===== src/rtl/move_controller.sv =====
// -----------------------------------------------------------------------------
// move_controller
//
// Turns four raw push buttons into single-step move requests for an external
// move checker, and stores the checked position that the checker returns.
//
// Flow: 2-flop synchronizers -> shared-counter debouncer -> 3-state FSM
// (IDLE / ISSUE / HOLD). Each accepted press issues exactly one move request
// (valid=1 for one cycle); the checker's answer is latched on the edge that
// leaves ISSUE, and moved/blocked report whether the position changed.
//
// Optional feature (compile-time macro MOVE_REPEAT_EN):
//   when defined, holding the same direction re-issues the move every
//   REPEAT_CYCLES cycles while in HOLD. When undefined, HOLD is left only on
//   full release and no repeat counter exists.
//
// Parameters:
//   DEBOUNCE_CYCLES  cycles a button vector must be stable (>= 2)
//   REPEAT_CYCLES    auto-repeat interval (MOVE_REPEAT_EN only)
//   START_X/START_Y  position loaded by reset
//
// Ports:
//   clk, rst_n                     clock, async active-low reset
//   btn_up/down/right/left         raw asynchronous buttons, active-high
//   positionx[2:0], positiony[1:0] checked next position from the checker
//   dir[2:0]                       move command (UP/DOWN/RIGHT/LEFT/NONE)
//   valid                          dir is a live move request
//   posx[2:0], posy[1:0]           current position (fed back to checker)
//   moved, blocked                 one-cycle result pulses
// -----------------------------------------------------------------------------
module move_controller #(
    parameter int unsigned DEBOUNCE_CYCLES = 50000,
    parameter int unsigned REPEAT_CYCLES   = 12500000,
    parameter logic [2:0]  START_X         = 3'd0,
    parameter logic [1:0]  START_Y         = 2'd0
) (
    input  logic       clk,
    input  logic       rst_n,
    input  logic       btn_up,
    input  logic       btn_down,
    input  logic       btn_right,
    input  logic       btn_left,
    input  logic [2:0] positionx,
    input  logic [1:0] positiony,
    output logic [2:0] dir,
    output logic       valid,
    output logic [2:0] posx,
    output logic [1:0] posy,
    output logic       moved,
    output logic       blocked
);

    typedef enum logic [1:0] {S_IDLE, S_ISSUE, S_HOLD} state_t;

    typedef enum logic [2:0] {
        DIR_UP    = 3'b000,
        DIR_DOWN  = 3'b001,
        DIR_RIGHT = 3'b010,
        DIR_LEFT  = 3'b011,
        DIR_NONE  = 3'b100
    } dir_t;

    localparam int unsigned          DB_W   = (DEBOUNCE_CYCLES > 2) ? $clog2(DEBOUNCE_CYCLES) : 1;
    localparam logic [DB_W-1:0]      DB_MAX = DB_W'(DEBOUNCE_CYCLES - 1);

    // Button vector bit order: {up, down, right, left}.
    logic [3:0] sync1_q, sync2_q;
    logic [3:0] cand_q;
    logic [3:0] stable_q;
    logic [DB_W-1:0] db_cnt_q;

    state_t state_q, state_d;
    dir_t   dir_q;

    // Priority UP > DOWN > RIGHT > LEFT.
    function automatic dir_t pick_dir(input logic [3:0] v);
        if (v[3])      return DIR_UP;
        else if (v[2]) return DIR_DOWN;
        else if (v[1]) return DIR_RIGHT;
        else if (v[0]) return DIR_LEFT;
        else           return DIR_NONE;
    endfunction

    // NOTE: sequential state uses non-blocking assignments so every flop
    // samples the pre-edge value of its neighbours (synchronizer chain works).
    always_ff @(posedge clk or negedge rst_n) begin
        if (!rst_n) begin
            sync1_q <= '0;
            sync2_q <= '0;
        end else begin
            sync1_q <= {btn_up, btn_down, btn_right, btn_left};
            sync2_q <= sync1_q;
        end
    end

    // Shared debouncer: cand_q tracks the last synchronized vector; any change
    // restarts the count, and a vector unchanged for DEBOUNCE_CYCLES cycles
    // becomes the stable vector.
    always_ff @(posedge clk or negedge rst_n) begin
        if (!rst_n) begin
            cand_q   <= '0;
            db_cnt_q <= '0;
            stable_q <= '0;
        end else if (sync2_q != cand_q) begin
            cand_q   <= sync2_q;
            db_cnt_q <= '0;
        end else if (db_cnt_q == DB_MAX) begin
            stable_q <= cand_q;
        end else begin
            db_cnt_q <= db_cnt_q + 1'b1;
        end
    end

`ifdef MOVE_REPEAT_EN
    localparam int unsigned          RP_W   = (REPEAT_CYCLES > 2) ? $clog2(REPEAT_CYCLES) : 1;
    localparam logic [RP_W-1:0]      RP_MAX = RP_W'(REPEAT_CYCLES - 1);

    logic [RP_W-1:0] rep_cnt_q;

    // Runs only in HOLD, so it is cleared by every ISSUE and by IDLE.
    always_ff @(posedge clk or negedge rst_n) begin
        if (!rst_n)
            rep_cnt_q <= '0;
        else if (state_q != S_HOLD)
            rep_cnt_q <= '0;
        else if (rep_cnt_q != RP_MAX)
            rep_cnt_q <= rep_cnt_q + 1'b1;
    end
`endif

    // FSM state register.
    always_ff @(posedge clk or negedge rst_n) begin
        if (!rst_n) state_q <= S_IDLE;
        else        state_q <= state_d;
    end

    // FSM next-state logic.
    // NOTE: state_d gets a default before the case so no path leaves it
    // unassigned, which would otherwise infer a latch.
    always_comb begin
        state_d = state_q;
        case (state_q)
            S_IDLE:  if (stable_q != 4'b0000) state_d = S_ISSUE;
            S_ISSUE: state_d = S_HOLD;
            S_HOLD: begin
                if (stable_q == 4'b0000)
                    state_d = S_IDLE;
`ifdef MOVE_REPEAT_EN
                else if (rep_cnt_q == RP_MAX && pick_dir(stable_q) == dir_q)
                    state_d = S_ISSUE;
`endif
            end
            default: state_d = S_IDLE;
        endcase
    end

    // FSM outputs: the request is live only during ISSUE.
    always_comb begin
        valid = (state_q == S_ISSUE);
        dir   = valid ? dir_q : DIR_NONE;
    end

    // Direction is captured on entry to ISSUE from IDLE; a repeat keeps it.
    always_ff @(posedge clk or negedge rst_n) begin
        if (!rst_n)
            dir_q <= DIR_NONE;
        else if (state_q == S_IDLE && state_d == S_ISSUE)
            dir_q <= pick_dir(stable_q);
    end

    // Position and result pulses: loaded on the edge leaving ISSUE, so the
    // pulse is visible only in the first HOLD cycle. moved and blocked are
    // complementary there and both low elsewhere.
    always_ff @(posedge clk or negedge rst_n) begin
        if (!rst_n) begin
            posx    <= START_X;
            posy    <= START_Y;
            moved   <= 1'b0;
            blocked <= 1'b0;
        end else if (state_q == S_ISSUE) begin
            posx    <= positionx;
            posy    <= positiony;
            moved   <=  ((positionx != posx) || (positiony != posy));
            blocked <= !((positionx != posx) || (positiony != posy));
        end else begin
            moved   <= 1'b0;
            blocked <= 1'b0;
        end
    end

endmodule

===== config.mk =====
export PLATFORM = sky130hd
export DESIGN_NAME = move_controller
export DESIGN_NICKNAME = d
export VERILOG_FILES = /design/src/rtl/move_controller.sv
export SDC_FILE = /design/constraint.sdc
export NUM_CORES = 1
export LEC_CHECK = 0
export BUFFER_PORTS_ARGS = -buffer_cell sky130_fd_sc_hd__buf_2
export CAP_MARGIN = 20
export CORE_MARGIN = 2
export CORE_UTILIZATION = 56
export DETAILED_ROUTE_END_ITERATION = 8
export PLACE_DENSITY = 0.77
export RECOVER_POWER = 25
export SYNTH_ARGS = -nofsm -noshare
export SYNTH_HDL_FRONTEND = slang
export SYNTH_SLANG_ARGS = --single-unit

===== constraint.sdc =====
create_clock -name clk -period 2.5 [get_ports clk]
set_input_delay 0.25 -clock clk [delete_from_list [all_inputs] [get_ports clk]]
set_output_delay 0.25 -clock clk [all_outputs]
set_load 0.1 [all_outputs]

== After elaboration in Yosys (flattened, before gate mapping) ==
Index checks and enable logic that the tools add are counted.

* Word-level logic and storage cells: 40
* Latch bits: 0
* Memories: 0
* Bits of input ports: 11
* Bits in read-only memories: 0
* Output and inout port bits: 11
* Register bits after elaboration: 44
* RAM bits: 0

* Bitwise operators: 1
* Reduce and logical (&&, ||, !) cells: 7
* Add/subtract/negate cells: 1
* Magnitude comparators: 0
* Shifts and indexed selects: 0
* Div/mod/pow operators: 0
* Equality and inequality tests: 8
* $mul: 0
* Muxes and demuxes: 12

{| class="wikitable"
|+ Operator list
! operator !! count
|-
| 16-bit 2-to-1 mux || 2
|-
| 16-bit by 1-bit adder with 16-bit output, second input constant || 1
|-
| 16-bit == test, second input constant || 1
|-
| 3-bit 2-to-1 mux || 5
|-
| 2-bit one-hot mux with 3 select lines || 1
|-
| 2-bit by 1-bit == test with 1-bit output, second input constant || 2
|-
| 4-bit zero test || 1
|-
| 2-bit 2-to-1 mux || 2
|-
| 4-bit != test || 1
|-
| 4-bit nonzero test || 1
|-
| 3-bit != test || 1
|-
| 2-bit == test, second input constant || 1
|-
| 2-bit zero test || 1
|-
| 1-bit 2-to-1 mux || 2
|-
| 2-bit != test || 1
|-
| 2-bit != test, second input constant || 1
|-
| 2-bit AND reduction || 1
|-
| 1-bit logical AND || 1
|-
| 1-bit zero test || 1
|-
| 1-bit logical OR || 1
|-
| 1-bit NOT || 1
|}

== Longest topological paths before layout ==
Gate-level depths: netlist (run 1).

* Depth in word-level cells: 5
* Depth in mapped cells: 6
* Mapped depth without buffers: 5

== Least setup slack after synthesis (run 1) ==
No wires, ideal clock.

* Kind: register to output
* Start: register state_q[1]
* End: output dir[2]
* Cell stages (with the launch flop): 5
* Path slack: -295 ps
* Required time: 2250 ps
* Arrival time: 2545 ps
* Buffers on the path: 1
* Path through: dfrtp_1 -> nand2b_1 -> clkbuf_1 -> clkinv_1 -> nand2b_1

* Word-level cells in the longest chain between the ends: 2

{| class="wikitable"
|+ RTL lines
! what !! line !! source
|-
| start: declaration || 72 || <nowiki>state_t state_q, state_d;</nowiki>
|-
| start signal: assignment || 134 || <nowiki>else state_q <= state_d;</nowiki>
|-
| 2-bit by 1-bit == test with 1-bit output || 159 || <nowiki>valid = (state_q == S_ISSUE);</nowiki>
|-
| via valid || 46 || <nowiki>output logic valid,</nowiki>
|-
| 3-bit 2-to-1 mux || 160 || <nowiki>dir = valid ? dir_q : DIR_NONE;</nowiki>
|-
| end: declaration || 45 || <nowiki>output logic [2:0] dir,</nowiki>
|}

The timed path passes the listed nets, and every way through them passes these cells.

== Worst setup path in the final report (run 1) ==
* Start: register db_cnt_q[11]
* End: register stable_q[2]

* Word-level cells in the longest chain between the ends: 2

{| class="wikitable"
|+ RTL lines
! what !! line !! source
|-
| start: declaration || 70 || <nowiki>logic [DB_W-1:0] db_cnt_q;</nowiki>
|-
| start signal: assignment || 110 || <nowiki>db_cnt_q <= db_cnt_q + 1'b1;</nowiki>
|-
| 16-bit == test || 107 || <nowiki>end else if (db_cnt_q == DB_MAX) begin</nowiki>
|-
| 2-bit AND reduction (no source line) || - ||
|-
| end signal: assignment || 108 || <nowiki>stable_q <= cand_q;</nowiki>
|-
| end: declaration || 69 || <nowiki>logic [3:0] stable_q;</nowiki>
|}

Every way passes these cells.
A chain may end at the register's enable or synchronous reset.

==> out/results.md, run 1 <==
Layout
• antenna diode count: 0
• total number of nets in the final design: 207
• most common cell after layout, fill and taps aside: dfrtp_1
• final core utilization: 0.691
• share of layout cells above drive strength 1: 0.219
• final std cells w/o fill: 240
• leading cell types in the layout, fill and taps excluded: dfrtp_1 (43), nand2_1 (21), buf_2 (20), xnor2_1 (15), nor2_1 (12)
• P&R area growth vs syn: 15.4%

STA
• achievable frequency: 0.481 GHz
• transition time of the tightest slew-check pin: 2190 ps
• max-slew violation count: 45
• worst hold-check slack: 108 ps
• Setup Skew: 7.00 ps
• ratio of final minimum period to clock period: 0.832
• time the final worst path needs with I/O delays and setup: 2080 ps
• TNS Setup: 0 ps
• Rel. slew slack: -0.462
• final number of setup-violating endpoints: 0
• RSZ-0062 raised after global routing: false
• number of endpoints with negative hold slack in the final report: 0

Power and ir drop
• share of total power in the clock network: 0.373
• highest ir drop seen on vdd: 0.427 mV
• switching part of the total: 0.207
• static leakage: 0.930 nW
• share of total power in combinational logic: 0.038
• share of power burned in registers: 0.589
• Switching Power: 256 µW
• Internal: 981 µW
• power density over the cells: 572 nW/µm²

Synth
• dominant cells by area after synthesis: dfrtp_1 (57%), xnor2_1 (7.0%), nand2_1 (4.2%), mux2_4 (3.2%), nor2_1 (2.4%)
• Async SR Flop Fraction: 1.00
• top_reg_cell synth: dfrtp_1
• part of the Yosys area used for sequential elements: 0.589
• share of the synthesized area in the top cell type: 0.574
• post-synth design cell area: 1870 µm²
• Yosys warnings: 0
• cells after synthesis: 167
• synthesized area divided by synthesized cell count: 11.2 µm²
• most area-hungry cell type in the Yosys netlist: dfrtp_1
• count of distinct cell types in the synthesized netlist: 30
• flops & latches, synth: 44
• number of flops mapped to enable cells by yosys: 0
• Mapped Nets: 179

Setup path
• Worst Setup Start Kind: register
• cell depth of the worst flop-to-flop path: 4
• Worst R2R Start: db_cnt_q[11]
• Worst Path Arrival: 2340 ps
• Critical path destination: stable_q[2]
• worst reg2reg setup slack: 420 ps
• highest fanout seen on the critical path: 5
• Critical Path End Type: register
• Critical Path Source: db_cnt_q[11]
• endpoint of the lowest-slack register-to-register path: stable_q[2]
• Critical Setup Path Class: reg -> reg
• critical path data required time: 2760 ps

Die
• placeable core region: 3130 µm²
• Vert. Die Dim: 61.8 µm
• Die Width: 61.8 µm
• initial standard-cell utilization of the core: 0.599
• I/O pin count: 22
• row count: 20
• die outline area: 3820 µm²

Clock network
• Gates resized, CTS repair: 0
• sink count of the clock tree: 44
• H-tree level count: 2
• number of setup buffers added after CTS: 0
• root buffer selected by CTS: clkbuf_4
• number of buffers inserted for hold repair after clock tree synthesis: 4
• Reg clk slew, reported paths: 120 ps
• insertion delay of the later-clocked pin in the worst-skew pair: 360 ps
• TritonCTS clock tree: built
• maximum buffer depth of the clock tree: 2
• number of buffers created by CTS: 5

GRT
• global-route wire length before repair: 5360 µm
• number of antenna violations at the first check in global routing: 0
• Total Routing Usage GR: 0.201
• Overflow after GRT: 0
• pin count of the biggest net entering global routing: 45
• via count of the first global-routing pass: 1231

Placed design
• final RePlAce weighted congestion: 0.801
• Cells after DPL: 228
• half-perimeter wire length of the detailed placement result: 2190 µm
• Buffers on Ports: 21

Drt
• residual DRC count: 0
• per-cell routed wire length: 12.8 µm
• count of nets left with antenna violations after detail routing: 0
• per-cell via count in the routed design: 5.30
• drt first pass iters: 4
• drt total wl: 3070 µm
• Starting DRT DRC Count: 39
• Vias: 1273

Run
• maximum capacitance violations: 1

Hold path
• kind of path behind the tightest hold check: in -> reg

Outcome
• result of the run: finished, violations left
• failing checks: max-capacitance violations, max-slew violations

## metal layers
metal,part of all wire,vias up,routed length [µm],track usage
li1,-,626,-,-
met1,0.45,607,1370,0.237
met2,0.48,33,1480,0.338
met3,0.050,7,155,0.0621
met4,0.020,0,61,0.0912
met5,0,-,0,0
## cell usage after synthesis, types with 3 or more instances
cell type,instances
xor2_1,4
dfrtp_1,43
nand4_1,4
nand2b_1,4
clkbuf_1,7
nor2_1,12
nand3_1,6
o21ai_0,6
nor3_1,4
xnor2_1,15
mux2_4,4
inv_1,3
or3_1,4
nor4_1,7
a21oi_1,7
nand2_1,21
## worst min path at each step
stage	startpoint	endpoint	slack, ps	cells after the start
after floorplan	rst_n	blocked	-50	0
after global placement	sync1_q[2]	sync2_q[2]	330	0
after detailed placement	sync1_q[0]	sync2_q[0]	340	0
after CTS	rst_n	posy[0]	30	1
after global routing	positionx[2]	posx[2]	100	3
final	positiony[0]	posy[0]	110	3
## cell families after synthesis
family                     count (synthesis)  synth area share
DFF                                       44             0.589
muxes                                      5            0.0381
AOI/OAI and AO/OA                         15            0.0448
buffers and inverters                     11            0.0220
xor gates and xnor gates                  19            0.0888
and+or+nand+nor                           72             0.211
adders and majority gates                  1           0.00668
## power by group through the flow
stage	clock network [mW]	registers [mW]	logic [mW]
2_1_floorplan	0	0.741	0.0191
3_3_place_gp	0	0.742	0.0421
3_5_place_dp	0	0.743	0.0434
4_1_cts	0.478	0.729	0.0483
5_1_grt	0.515	0.731	0.0528
6_report	0.462	0.729	0.0464
## sequential cells by signal, indices dropped and copies added (netlist names)
signal	count
blocked	1
cand_q	4
db_cnt_q	16
dir_q	3
moved	1
posx	3
posy	2
stable_q	4
state_q	2
sync1_q	4
sync2_q	4
## critical path: stages, from the launching register on
cell and delay, ps:
dfrtp_1 450, or4_4 530, or4_4 550, nor2_8 150
mux2_4 310
## per-stage QoR
stage | power (mW) | worst slack (ps) | instance area, µm²
global route | 1.30 | 186 | 2160
detailed placement | 0.786 | 431 | 2030
global placement | 0.784 | 456 | 2030
finish | 1.24 | 420 | 2160
floorplan | 0.761 | 400 | 1880
CTS | 1.26 | 408 | 2160
## layout make-up
type / instances / area, µm²
clock buffer: 6 / 51.3
clock inverter: 2 / 38.8
fill: 223 / 966
inverter: 4 / 16.3
multi-input combinational: 112 / 732
sequential: 44 / 1100
tap: 44 / 55.1
timing repair buffer: 28 / 166
Note: power is estimated with default switching activity, not from simulation.
==> inputs of run 2 (changes only) <==
==> constraint.sdc (replaced) <==
create_clock -name clk -period 2.1 [get_ports clk]
set_input_delay 0.21 -clock clk [delete_from_list [all_inputs] [get_ports clk]]
set_output_delay 0.21 -clock clk [all_outputs]
set_load 0.1 [all_outputs]
==> run 2 against run 1 <==
  * The run now ends clean
  * Worst setup slack got worse by 400 ps
  * First-iteration DRC count increased by 28%
  * Wire length is 4.1% higher
  * Sequential power grew 19%
  * Sequential cell count unchanged
  * Final cell count increased by 2.9%
  * Critical path depth unchanged
  * Clock power grew 35%
  * Hold slack worse by 85 ps
  * Global-route usage fell by 1.1 points
  * Clock-buffer cell count did not move
  * Highest routed layer is now met3
==> out/results.md, run 2 (synthesized netlist as in run 1, its figures left out) <==
Setup path
• critical path data required time: 2340 ps
• Critical Setup Path Class: reg -> reg
• cell class contributing the biggest share of worst-path delay: simple AND/OR/NAND/NOR gates
• highest fanout seen on the critical path: 4
• Critical Path Slowest Stage Cell: or4_4
• Worst Path Arrival: 2320 ps
• stage delay of the slowest cell on the critical path: 540 ps
• ordered list of cells on the worst path: or4bb_1, or4_4, nor2_8, mux2_4
• Worst Setup Start Kind: register
• number of buffers and inverters on the critical path: 0
• Critical Path End Type: register

Layout
• share of layout cells above drive strength 1: 0.251
• number of flip-flops under the largest register name: 16
• largest register by flop count: db_cnt_q
• Post-Layout Inst Area: 2240 µm²
• register area: 1100 µm²
• most common cell after layout, fill and taps aside: dfrtp_1
• P&R area growth vs syn: 19.4%
• antenna diode count: 0
• footprint of the multi-input gates: 734 µm²
• Fill cells: 220
• leading cell types in the layout, fill and taps excluded: dfrtp_1 (43), nand2_1 (21), buf_2 (17), xnor2_1 (15), nor2_1 (12)
• total number of nets in the final design: 214
• final core utilization: 0.715

Clock network
• sink count of the clock tree: 44
• number of buffers created by CTS: 5
• maximum buffer depth of the clock tree: 2
• H-tree level count: 2
• TritonCTS clock tree: built
• insertion delay of the later-clocked pin in the worst-skew pair: 350 ps
• root buffer selected by CTS: clkbuf_4
• Reg clk slew, reported paths: 120 ps

Power and ir drop
• power density over the cells: 691 nW/µm²
• highest ir drop seen on vdd: 0.550 mV
• Total Power: 1.55 mW
• static leakage: 0.975 nW

Die
• Die Width: 61.8 µm
• Vert. Die Dim: 61.8 µm
• initial standard-cell utilization of the core: 0.599
• placeable core region: 3130 µm²
• I/O pin count: 22
• row count: 20
• die outline area: 3820 µm²

GRT
• global-route wire length before repair: 5170 µm
• pin count of the biggest net entering global routing: 45
• number of antenna violations at the first check in global routing: 0
• Total Routing Usage GR: 0.190
• via count of the first global-routing pass: 1206
• Overflow after GRT: 0

Drt
• drt first pass iters: 4
• Vias: 1301
• per-cell routed wire length: 12.9 µm
• drt total wl: 3200 µm
• per-cell via count in the routed design: 5.27
• count of nets left with antenna violations after detail routing: 0
• residual DRC count: 0
• Starting DRT DRC Count: 50

STA
• max-slew violation count: 0
• transition time of the tightest slew-check pin: 1030 ps
• ratio of final minimum period to clock period: 0.991
• achievable frequency: 0.480 GHz
• final number of setup-violating endpoints: 0
• Setup Skew: 13.2 ps
• time the final worst path needs with I/O delays and setup: 2080 ps
• Rel. slew slack: 0.316
• number of endpoints with negative hold slack in the final report: 0
• worst hold-check slack: 23.2 ps
• Final Worst Setup Slack: 18.1 ps

Outcome
• result of the run: finished clean

Placed design
• Setup WS pre-CTS: 26.2 ps
• half-perimeter wire length of the detailed placement result: 2210 µm
• Buffers on Ports: 21
• area after detailed placement: 2060 µm²
• final RePlAce weighted congestion: 0.845

Hold path
• kind of path behind the tightest hold check: in -> async

Run
• maximum capacitance violations: 0

-- run 2: cell types whose count changed in the layout (fill, tap and decap cells not counted), sizes merged --
| cell | previous run | this run |
|---|---|---|
| buf | 23 | 27 |
| clkinv | 2 | 1 |
| bufinv | 1 | 2 |
| clkbuf | 7 | 10 |
-- run 2: path summary, 6_finish.rpt --
path / slack [ps] / cells past startpoint / to / startpoint
hold reg to reg: 360 / 0 / sync2_q[3] / sync1_q[3]
max in group asynchronous: 1450 / 1 / db_cnt_q[3] / rst_n
setup / recovery: 20 / 4 / stable_q[1] / db_cnt_q[5]
setup reg to reg: 20 / 4 / stable_q[1] / db_cnt_q[5]
min in group clk: 80 / 3 / posx[1] / positionx[1]
hold / removal: 20 / 1 / db_cnt_q[4] / rst_n
-- run 2: layer usage --
metal	share of wire	routed length [µm]	vias to the layer above	GRT usage
met5	0	0	-	0
met4	0	0	0	0.0912
met3	0.039	124	0	0.0435
met2	0.52	1680	30	0.313
met1	0.44	1400	635	0.238
li1	-	-	636	-
-- run 2: timing repair --
| action | in CTS | in global routing |
|---|---|---|
| buffers inserted | 0 | 4 |
| resized for setup | 0 | 4 |
| hold endpoints to repair | 4 | 0 |
| setup endpoints to repair | 0 | 7 |
| hold buffers | 4 | 0 |
-- run 2: report_power, final --
group	total [mW]	switching (mW)	leakage, nW	internal (mW)
logic	0.0556	0.0328	0.365	0.0228
registers	0.868	0.00831	0.557	0.860
clock network	0.623	0.252	0.0525	0.372
total	1.55	0.293	0.975	1.25
-- run 2: area by class of cell --
cell class,count,share of cell area
clock buffer,6,0.0185
clock inverter,2,0.0268
inverter,4,0.00727
multi-input combinational,112,0.328
sequential,44,0.493
tap,44,0.0246
timing repair buffer,35,0.102
-- run 2: metrics by stage --
stage | std cells | setup TNS (ps)
finish | 247 | 0
global placement | 231 | 0
floorplan | 167 | 0
CTS | 243 | 0
global route | 247 | -83.9
detailed placement | 231 | 0
==> inputs of run 3 (changes only) <==
--- a/config.mk
+++ b/config.mk
@@ -9,6 +9,7 @@
 export CAP_MARGIN = 20
 export CORE_MARGIN = 2
 export CORE_UTILIZATION = 56
+export CTS_BUF_LIST = sky130_fd_sc_hd__clkbuf_16
 export DETAILED_ROUTE_END_ITERATION = 8
 export PLACE_DENSITY = 0.77
 export RECOVER_POWER = 25
==> constraint.sdc (replaced) <==
create_clock -name clk -period 2.1 [get_ports clk]
set_input_delay 0.42 -clock clk [delete_from_list [all_inputs] [get_ports clk]]
set_output_delay 0.42 -clock clk [all_outputs]
set_load 0.1 [all_outputs]
==> run 3 against run 2 <==
  * Sequential share of layout area is 1.0 points lower
  * Sequential power hardly changed
  * Global-route usage is 2.1 points higher
  * First-iteration DRC count is 30% higher
  * Clock-buffer cell count is 1 lower
  * Largest cell class unchanged
==> out/results.md, run 3 (synthesized netlist as in run 1, its figures left out) <==
Outcome
• result of the run: finished clean

Setup path
• cell depth of the worst flop-to-flop path: 4
• critical path data required time: 2270 ps
• ordered list of cells on the worst path: or4_4, or4_4, nor2_8, mux2_4
• Worst R2R Start: db_cnt_q[13]
• Critical Setup Path Class: reg -> reg
• number of stages on the worst setup path: 4
• number of buffers and inverters on the critical path: 0
• highest fanout seen on the critical path: 4
• Critical Path Slowest Stage Cell: or4_4
• stage delay of the slowest cell on the critical path: 550 ps
• Worst Path Arrival: 2230 ps
• most frequent CP cell: or4_4
• Worst Setup Start Kind: register
• Critical Path Source: db_cnt_q[13]
• cell class contributing the biggest share of worst-path delay: simple AND/OR/NAND/NOR gates
• Critical Path End Type: register

Drt
• residual DRC count: 0
• per-cell routed wire length: 14.0 µm
• count of nets left with antenna violations after detail routing: 0
• Vias: 1324
• per-cell via count in the routed design: 5.45
• Starting DRT DRC Count: 65
• drt first pass iters: 4
• drt total wl: 3410 µm

Layout
• largest register by flop count: db_cnt_q
• final std cells w/o fill: 243
• P&R area growth vs syn: 22.0%
• leading cell types in the layout, fill and taps excluded: dfrtp_1 (43), nand2_1 (21), buf_2 (17), xnor2_1 (15), nor2_1 (12)
• most common cell after layout, fill and taps aside: dfrtp_1
• antenna diode count: 0
• share of layout cells above drive strength 1: 0.261
• Fill cells: 216
• number of flip-flops under the largest register name: 16
• total number of nets in the final design: 210

Clock network
• TritonCTS clock tree: built
• sink count of the clock tree: 44
• root buffer selected by CTS: clkbuf_16
• number of buffers created by CTS: 5
• insertion delay of the later-clocked pin in the worst-skew pair: 280 ps
• maximum buffer depth of the clock tree: 2
• Reg clk slew, reported paths: 60 ps
• H-tree level count: 2

Placed design
• Buffers on Ports: 21
• half-perimeter wire length of the detailed placement result: 2360 µm
• final RePlAce weighted congestion: 0.850
• Cells after DPL: 232
• Setup WS pre-CTS: 37.7 ps

GRT
• global-route wire length before repair: 5700 µm
• pin count of the biggest net entering global routing: 24
• Overflow after GRT: 0
• via count of the first global-routing pass: 1292
• Total Routing Usage GR: 0.211
• number of antenna violations at the first check in global routing: 0

Power and ir drop
• highest ir drop seen on vdd: 0.587 mV
• static leakage: 0.988 nW
• power density over the cells: 733 nW/µm²

Run
• maximum capacitance violations: 0

STA
• Final Worst Setup Slack: 40.4 ps
• ratio of final minimum period to clock period: 0.981
• final number of setup-violating endpoints: 0
• time the final worst path needs with I/O delays and setup: 2060 ps
• number of endpoints with negative hold slack in the final report: 0
• transition time of the tightest slew-check pin: 1240 ps
• Rel. slew slack: 0.173
• worst hold-check slack: 240 ps
• RSZ-0062 raised after global routing: false
• max-slew violation count: 0
• Setup Skew: 4.50 ps
• TNS Setup: 0 ps
• achievable frequency: 0.486 GHz

Hold path
• start point of the worst hold path: btn_right
• cell depth of the worst hold path: 1
• kind of path behind the tightest hold check: in -> reg

Die
• initial standard-cell utilization of the core: 0.599
• die outline area: 3820 µm²
• row count: 20
• I/O pin count: 22
• placeable core region: 3130 µm²
• Die Width: 61.8 µm
• Vert. Die Dim: 61.8 µm

## run 3: report_power, final
| group | internal, mW | total, mW | leakage [nW] | switching [mW] |
|---|---|---|---|---|
| Clock | 0.438 | 0.749 | 0.0736 | 0.312 |
| Combinational | 0.0216 | 0.0558 | 0.358 | 0.0342 |
| Sequential | 0.861 | 0.869 | 0.557 | 0.00850 |
## run 3: final cells by class
cell class | instances | area [µm²] | share of cell area
inverter | 4 | 20.0 | 0.00876
multi-input combinational | 112 | 739 | 0.324
timing repair buffer | 31 | 224 | 0.0980
clock buffer | 5 | 125 | 0.0548
clock inverter | 3 | 18.8 | 0.00821
sequential | 44 | 1100 | 0.482
tap | 44 | 55.1 | 0.0241
## run 3: final timing paths
kind                                     end  slack (ps)
worst max-delay path             stable_q[1]          40
max in group asynchronous       db_cnt_q[11]         980
worst min register to register    sync2_q[3]         350
worst max register to register   stable_q[1]          40
worst min-delay path              sync1_q[1]         240
min in group asynchronous           dir_q[0]         380
## run 3: metal layers
| layer | share of wire | global-route usage | vias to the layer above |
|---|---|---|---|
| met2 | 0.50 | 0.353 | 43 |
| met3 | 0.052 | 0.0663 | 11 |
| met4 | 0.025 | 0.0973 | 0 |
| li1 | - | - | 631 |
| met1 | 0.42 | 0.250 | 639 |
| met5 | 0 | 0 | - |
## run 3: metrics by stage
| step | utilization | area, µm² | power, mW |
|---|---|---|---|
| 2_1_floorplan | - | 1890 | 0.905 |
| 3_3_place_gp | 0.677 | 2120 | 0.938 |
| 3_5_place_dp | 0.677 | 2120 | 0.942 |
| 4_1_cts | 0.728 | 2280 | 1.69 |
| 5_1_grt | 0.730 | 2280 | 1.74 |
| 6_report | 0.730 | 2280 | 1.67 |
## run 3: worst register-to-register path, delay by kind of cell, from the launching register on
kind | cells | cell delay (ps)
multiplexers | 1 | 320
AND/OR/NAND/NOR | 3 | 1230
flip-flops | 1 | 400
## run 3: repair_timing
item / 4_1_cts / 5_1_grt
buffers inserted: 2 / 1
resized for setup: 1 / 0
hold buffers: 0 / 0
setup endpoints to repair: 2 / 4
pin swaps: 3 / 3
